File: src/rtl/gray_port_arbiter.sv
// Two-requester read arbiter in front of the gray-image memory.
// Requests are decided combinationally, issued one cycle later as a registered
// memory read, and the returned data is routed back through a two-stage owner
// tag pipeline so each requester only ever sees the data it asked for.
// A requester may hold a lock for burst fetches (e.g. a 3x3 window); a lock is
// force-released after LOCK_MAX grants so the other requester cannot starve.

module gray_port_arbiter #(
  parameter int unsigned AW       = 14,
  parameter int unsigned DW       = 8,
  parameter int unsigned LOCK_MAX = 16
) (
  input  logic          clk,
  input  logic          reset,
  input  logic          i_gray_ready,
  output logic          o_m_req,
  output logic [AW-1:0] o_m_addr,
  input  logic [DW-1:0] i_m_data,
  input  logic          i_r0_req,
  input  logic [AW-1:0] i_r0_addr,
  input  logic          i_r0_lock,
  output logic          o_r0_gnt,
  output logic          o_r0_rvalid,
  output logic [DW-1:0] o_r0_rdata,
  input  logic          i_r1_req,
  input  logic [AW-1:0] i_r1_addr,
  input  logic          i_r1_lock,
  output logic          o_r1_gnt,
  output logic          o_r1_rvalid,
  output logic [DW-1:0] o_r1_rdata,
  output logic          o_busy
);

  localparam int unsigned   CW         = $clog2(LOCK_MAX + 1);
  localparam logic [CW-1:0] LOCK_MAX_C = CW'(LOCK_MAX);
  localparam logic [CW-1:0] CNT_ONE    = CW'(1);

  typedef enum logic [1:0] {
    StWaitRdy = 2'd0,
    StArb     = 2'd1,
    StLocked  = 2'd2
  } state_e;

  // Arbitration state
  state_e        r_state;
  state_e        w_state_nxt;
  logic          r_ptr;        // round-robin priority: 0 -> r0 first, 1 -> r1 first
  logic          w_ptr_nxt;
  logic          r_owner;      // lock owner, meaningful only in StLocked
  logic          w_owner_nxt;
  logic [CW-1:0] r_lock_cnt;   // grants issued to the owner in the current lock tenure
  logic [CW-1:0] w_cnt_nxt;

  // Decision of the current cycle
  logic          w_gnt_vld;
  logic          w_gnt_id;
  logic          w_own_req;
  logic          w_own_lock;

  // Issue stage
  logic          r_m_req;
  logic [AW-1:0] r_m_addr;
  logic          r_gnt0;
  logic          r_gnt1;
  logic          r_tag1_vld;
  logic          r_tag1_own;

  // Return stage
  logic          r_tag2_vld;
  logic          r_tag2_own;
  logic          r_rvalid0;
  logic          r_rvalid1;
  logic [DW-1:0] r_rdata0;
  logic [DW-1:0] r_rdata1;

  assign w_own_req  = r_owner ? i_r1_req  : i_r0_req;
  assign w_own_lock = r_owner ? i_r1_lock : i_r0_lock;

  // Next-state, grant decision, pointer and lock bookkeeping
  always_comb begin
    w_state_nxt = r_state;
    w_ptr_nxt   = r_ptr;
    w_owner_nxt = r_owner;
    w_cnt_nxt   = r_lock_cnt;
    w_gnt_vld   = 1'b0;
    w_gnt_id    = 1'b0;
    case (r_state)
      StWaitRdy: begin
        if (i_gray_ready) begin
          w_state_nxt = StArb;
        end
      end
      StArb: begin
        if (!i_gray_ready) begin
          w_state_nxt = StWaitRdy;
        end else if (i_r0_req || i_r1_req) begin
          w_gnt_vld = 1'b1;
          w_gnt_id  = (i_r0_req && i_r1_req) ? r_ptr : i_r1_req;
          w_ptr_nxt = ~w_gnt_id;
          // The entry grant is the first grant of the tenure, so the counter
          // restarts at one; with LOCK_MAX of one a lock could never hold.
          if ((LOCK_MAX > 1) && (w_gnt_id ? i_r1_lock : i_r0_lock)) begin
            w_state_nxt = StLocked;
            w_owner_nxt = w_gnt_id;
            w_cnt_nxt   = CNT_ONE;
          end
        end
      end
      StLocked: begin
        w_gnt_id = r_owner;
        if (!i_gray_ready) begin
          w_state_nxt = StWaitRdy;
          w_cnt_nxt   = '0;
        end else begin
          if (w_own_req) begin
            w_gnt_vld = 1'b1;
            if (r_lock_cnt != LOCK_MAX_C) begin
              w_cnt_nxt = r_lock_cnt + CNT_ONE;
            end
          end
          if (w_cnt_nxt == LOCK_MAX_C) begin
            // Forced release hands priority to the requester that was locked out
            w_state_nxt = StArb;
            w_ptr_nxt   = ~r_owner;
            w_cnt_nxt   = '0;
          end else if (!w_own_lock) begin
            w_state_nxt = StArb;
            w_cnt_nxt   = '0;
          end
        end
      end
      default: begin
        w_state_nxt = StWaitRdy;
        w_cnt_nxt   = '0;
      end
    endcase
  end

  // FSM state, priority pointer, lock owner and lock counter registers
  always_ff @(posedge clk or posedge reset) begin
    if (reset) begin
      r_state    <= StWaitRdy;
      r_ptr      <= 1'b0;
      r_owner    <= 1'b0;
      r_lock_cnt <= '0;
    end else begin
      r_state    <= w_state_nxt;
      r_ptr      <= w_ptr_nxt;
      r_owner    <= w_owner_nxt;
      r_lock_cnt <= w_cnt_nxt;
    end
  end

  // Issue stage: registered memory request, grant strobes and first owner tag
  always_ff @(posedge clk or posedge reset) begin
    if (reset) begin
      r_m_req    <= 1'b0;
      r_m_addr   <= '0;
      r_gnt0     <= 1'b0;
      r_gnt1     <= 1'b0;
      r_tag1_vld <= 1'b0;
      r_tag1_own <= 1'b0;
    end else begin
      r_m_req    <= w_gnt_vld;
      r_gnt0     <= w_gnt_vld && !w_gnt_id;
      r_gnt1     <= w_gnt_vld && w_gnt_id;
      r_tag1_vld <= w_gnt_vld;
      r_tag1_own <= w_gnt_id;
      if (w_gnt_vld) begin
        r_m_addr <= w_gnt_id ? i_r1_addr : i_r0_addr;
      end
    end
  end

  // Return stage: second owner tag aligned with m_data, then per-requester delivery
  always_ff @(posedge clk or posedge reset) begin
    if (reset) begin
      r_tag2_vld <= 1'b0;
      r_tag2_own <= 1'b0;
      r_rvalid0  <= 1'b0;
      r_rvalid1  <= 1'b0;
      r_rdata0   <= '0;
      r_rdata1   <= '0;
    end else begin
      r_tag2_vld <= r_tag1_vld;
      r_tag2_own <= r_tag1_own;
      r_rvalid0  <= r_tag2_vld && !r_tag2_own;
      r_rvalid1  <= r_tag2_vld && r_tag2_own;
      if (r_tag2_vld && !r_tag2_own) begin
        r_rdata0 <= i_m_data;
      end
      if (r_tag2_vld && r_tag2_own) begin
        r_rdata1 <= i_m_data;
      end
    end
  end

  assign o_m_req     = r_m_req;
  assign o_m_addr    = r_m_addr;
  assign o_r0_gnt    = r_gnt0;
  assign o_r1_gnt    = r_gnt1;
  assign o_r0_rvalid = r_rvalid0;
  assign o_r1_rvalid = r_rvalid1;
  assign o_r0_rdata  = r_rdata0;
  assign o_r1_rdata  = r_rdata1;
  assign o_busy      = r_tag1_vld || r_tag2_vld || (r_state == StLocked);

endmodule

File: config.mk
export PLATFORM = sky130hd
export DESIGN_NAME = gray_port_arbiter
export DESIGN_NICKNAME = d
export VERILOG_FILES = /design/src/rtl/gray_port_arbiter.sv
export SDC_FILE = /design/constraint.sdc
export NUM_CORES = 1
export LEC_CHECK = 0
export CAP_MARGIN = 30
export CORE_ASPECT_RATIO = 1.25
export CORE_MARGIN = 3
export CORE_UTILIZATION = 49
export DETAILED_ROUTE_END_ITERATION = 10
export GPL_ROUTABILITY_DRIVEN = 0
export PLACE_DENSITY = 0.85
export SYNTH_ARGS = -nofsm -noshare
export SYNTH_HDL_FRONTEND = slang
export SYNTH_SLANG_ARGS = --single-unit
File: constraint.sdc
create_clock -name clk -period 6.5 [get_ports clk]
set_input_delay 0.975 -clock clk [delete_from_list [all_inputs] [get_ports clk]]
set_output_delay 0.975 -clock clk [all_outputs]
set_load 0.01 [all_outputs]
**After elaboration in Yosys (flattened, before gate mapping)**

Cells that the tools add are included.

- Logic and storage cells: 85
- Output and inout bits: 36
- Bits in registers: 47
- Bits of input ports: 43

- Add/sub/neg operators: 1
- Bitwise operators: 3
- Reductions and logical operators: 16
- Equal/unequal tests: 13
- Mux-type cells: 37

Operators with widths:

| kind | number |
|---|---|
| 5-bit two-way mux | 10 |
| 5-bit case mux with 3 select lines | 1 |
| 1-bit two-way mux | 14 |
| 14-bit two-way mux | 1 |
| 2-bit two-way mux | 7 |
| 2-bit != test (second input constant) | 6 |
| 4-bit AND reduction | 3 |
| 3-bit != test (second input constant) | 2 |
| 1-bit case mux with 2 select lines | 3 |
| 2-bit case mux with 3 select lines | 1 |
| 5-bit by 1-bit adder with 5-bit output (second input constant) | 1 |
| 5-bit == test (second input constant) | 1 |
| 1-bit logical AND | 5 |
| 5-bit != test (second input constant) | 1 |
| 5-bit AND reduction | 1 |
| 4-bit != test (second input constant) | 1 |
| 1-bit logical OR | 3 |
| 1-bit NOT | 3 |
| 2-bit by 1-bit == test with 1-bit output (second input constant) | 1 |
| 2-bit == test (second input constant) | 1 |
| 1-bit zero test | 2 |
| 2-bit zero test | 1 |
| 2-bit nonzero test | 1 |

**Depth between registers and ports, before layout**

- Depth in word-level cells: 9
- Depth in mapped cells: 8
- Mapped depth without buffers: 7

**Worst setup path before layout**

Ideal clock, no wire load.

- Path type: input port to flip-flop
- Start point: in i_r0_req
- End point: reg r_m_addr[0] (netlist: o_m_addr[0])
- Data required time: 6363 ps
- Data arrival time: 2197 ps
- Library setup time: 137 ps
- Path slack: 4166 ps
- Path buffers: 1
- Stages: 6
- Path through: nand2b_1 and2_1 a32oi_2 buf_4 mux2i_1 a21oi_1

- Longest elaborated chain between the ends: 6
- Elaborated cells between the ends (all ways): 13
- Those cells by class: mux (11); reduce/logical (2)

RTL lines:

| element | line | source |
|---|---|---|
| from (decl) | 19 | `input logic i_r0_req,` |
| 1-bit logical AND | 98 | `w_gnt_id = (i_r0_req && i_r1_req) ? r_ptr : i_r1_req;` |
| 1-bit two-way mux | 98 |  |
| 1-bit two-way mux | 96 | `end else if (i_r0_req \|\| i_r1_req) begin` |
| 1-bit two-way mux | 94 | `if (!i_gray_ready) begin` |
| 1-bit case mux with 2 select lines | 87 | `case (r_state)` |
| 14-bit two-way mux | 170 | `r_m_addr <= w_gnt_id ? i_r1_addr : i_r0_addr;` |
| to (signal assigned) | 170 |  |
| to (decl) | 62 | `logic [AW-1:0] r_m_addr;` |

Several ways; a longest one is shown, not always the timed one.
A chain may end at the register's enable or synchronous reset.

**Final worst setup path**

- Start point: reg r_state[0]
- End point: out o_busy

- Longest elaborated chain between the ends: 2

RTL lines:

| element | line | source |
|---|---|---|
| from (decl) | 45 | `state_e r_state;` |
| from (signal assigned) | 142 | `r_state <= StWaitRdy;` |
| from (signal assigned) | 147 | `r_state <= w_state_nxt;` |
| 2-bit == test | 206 | `assign o_busy = r_tag1_vld \|\| r_tag2_vld \|\| (r_state == StLocked);` |
| 1-bit logical OR | 206 |  |
| to (decl) | 31 | `output logic o_busy` |

Every way passes these cells.

==> flow_summary.toml <==
[cts]
clock_latency_ns = 0.30
post_cts_resized = 0
cts_tree = "done"
cts.hold.buffers_added = 0
clkTransAtPathRegs_ns = 0.09
cts.sinks = 47
clockBufferDepth = 2
cts_max_level = 2
cts_root_buf = "clkbuf_8"
postCtsSetupBuffers = 0
cts_made_buffers = 5

[place]
dp_hpwl_mm = 4.36
placed_cells = 348
port_buffers = 78

[yosys]
yosysTopAreaCell = "dfrtp_1"
synthesis.area_sq_mm = 0.00240
dominantRegCellSynth = "dfrtp_1"
syn_area_per_cell_sq_um = 10.9
synth_nets = 269
synth-edff-count = 0
synth_cell_types = 45
yosysTopAreaCellShare = 0.490
ys_warn_count = 0
netlist_instances = 220
async_flop_share = 1.00
yosysSeqAreaShare = 0.490
ys_ff_latch = 47
synthTopCellsByArea = "dfrtp_1 49%, mux2_2 8.4%, mux2i_1 6.7%"

[power]
powerDensity_mw_per_mm2 = 400
vdd_ir_drop_max_mv = 0.241
leakage_nw = 1.45

[finish]
layout_common_cells = "78 x clkdlybuf4s50_1, 47 x dfrtp_1, 26 x nor2_1"
finalNetCount = 346
layout-drive-gt1-share = 0.124
final_common_cell = "clkdlybuf4s50_1"
final_cell_count_no_fill = 356
multiInputGateArea_sq_mm = 0.00115
seq_area_sq_mm = 0.00118
fillCellCount = 327
area_growth_pct = 39.4
n_antenna_cell = 0

[timing]
setup_tns_ns = 0
rsz0062_at_grt = "false"
timing.final.crit_share = 0.468
finalSetupViolations = 0
clock.fmax_ghz = 0.329
hold_viol = 0
min_period_ns = 3.04
finalClockSkew_ns = 0.00496
finalMaxSlewViolations = 0
tightest_slew_ns = 0.538
max_slew_margin = 0.640

[hold_path]
min_path_cells = 0
hold_end = "r_tag2_own"
hp-class = "flip-flop to flip-flop"
worstHoldStart = "r_tag1_own"

[grt]
grt.total_usage = 0.218
global_route.overflow_total = 0
grt_use_met1 = 0.266
use_met2 = 0.365
antenna_found_initial = 0
grtUsageMet3 = 0.0589
top_usage_layer = "met2"
grt_pass1_wl_mm = 9.59
grt_pass1_vias = 2039
grt_max_degree = 34

[floorplanning]
die_w_microns = 68.6
start_util = 0.526
coreArea_sq_mm = 0.00456
ios = 79
die_y_microns = 84.3
die-area_sq_mm = 0.00578
rows = 27

[worst_setup_path]
cp-start-kind = "flip-flop"
crit_required_ns = 5.52
r2r_start = "r_lock_cnt[0]"
r2r_setup_slack_ns = 4.21
worstSetupPathType = "flip-flop to output pin"
worstRegToRegCells = 7
cp_max_fo = 8
r2r-end = "r_ptr"
arrival_ns = 2.06
crit_path_end_kind = "output pin"

[detailed_routing]
first_pass_iters = 4
wl_per_cell_microns = 16.0
drc = 0
route.vias.total = 1993
routed_wl_mm = 5.71
antenna_left = 0
viasPerCell = 5.60
drt_iter0_drc = 161

[flow_run]
drv_cap = 0

[run_status]
status = "finished clean"
-- cell usage after synthesis (all sizes together) (4+ instances only) --
master	number
nor2	26
nand3	4
nor3	8
dfrtp	47
clkbuf	6
mux2i	17
and2	5
ha	6
nand2	9
a21oi	16
mux2	19
buf	5
inv	10
-- layout make-up --
cell class                      count  area share
Clock inverter                      2     0.00486
Sequential cell                    47       0.351
Tap cell                           58      0.0217
Multi-Input combinational cell    152       0.342
Inverter                           10      0.0112
Clock buffer                        6      0.0247
Timing Repair Buffer               81       0.244
-- worst max path at each step --
stage / start / end / slack [ns] / cells past startpoint
CTS: r_state[0] / o_busy / 3.46 / 4
finish: r_state[0] / o_busy / 3.46 / 4
global route: r_state[0] / o_busy / 3.36 / 4
detailed placement: i_r0_req / r_lock_cnt[4] / 3.46 / 6
global placement: i_r0_req / r_lock_cnt[3] / 3.53 / 6
floorplan: i_r0_req / o_m_addr[0] / 4.17 / 6
-- logic make-up after synthesis --
kind of cell | count (synthesis) | share of synthesized area
simple gates | 65 | 0.134
flops | 47 | 0.490
compound gates | 44 | 0.138
mux | 36 | 0.165
buf+inv | 21 | 0.0380
fa+ha+maj | 6 | 0.0313
xor+xnor | 1 | 0.00365
-- power by group --
group          internal (mW)  switching (mW)  total (mW)
logic                  0.364           0.302       0.666
clock network         0.0869          0.0993       0.186
registers              0.411          0.0739       0.485
-- flip-flops by register name (all words and copies together), names as in the netlist, 2 cells and up --
signal / cells
o_m_addr: 14
o_r0_rdata: 8
o_r1_rdata: 8
r_lock_cnt: 5
r_state: 2
-- stage by stage --
| step | util | setup WS, ns | cell area, sq um | total power [mW] | hold WS, ns |
|---|---|---|---|---|---|
| finish | 0.734 | 3.46 | 3350 | 1.34 | 0.356 |
| global route | 0.734 | 3.36 | 3350 | 1.43 | 0.366 |
| CTS | 0.734 | 3.46 | 3350 | 1.35 | 0.363 |
| detailed placement | 0.712 | 3.46 | 3250 | 1.16 | 0.338 |
| global placement | 0.708 | 3.53 | 3230 | 1.14 | 0.339 |
| floorplan | - | 4.17 | 2400 | 0.837 | 0.331 |
-- worst max-delay path, stage by stage, from the launching register on --
cell and delay [ns]:
dfrtp_1 0.43, inv_1 0.09, ha_1 0.34, or3_1 0.43, clkdlybuf4s50_1 0.49
-- per-layer routing --
layer  share of wire  up-vias
met5               0        -
met4           0.012        0
met3           0.056        9
met2            0.54       72
met1            0.39      966
li1                -      946
No activity file was read; power rests on OpenSTA's default activity.
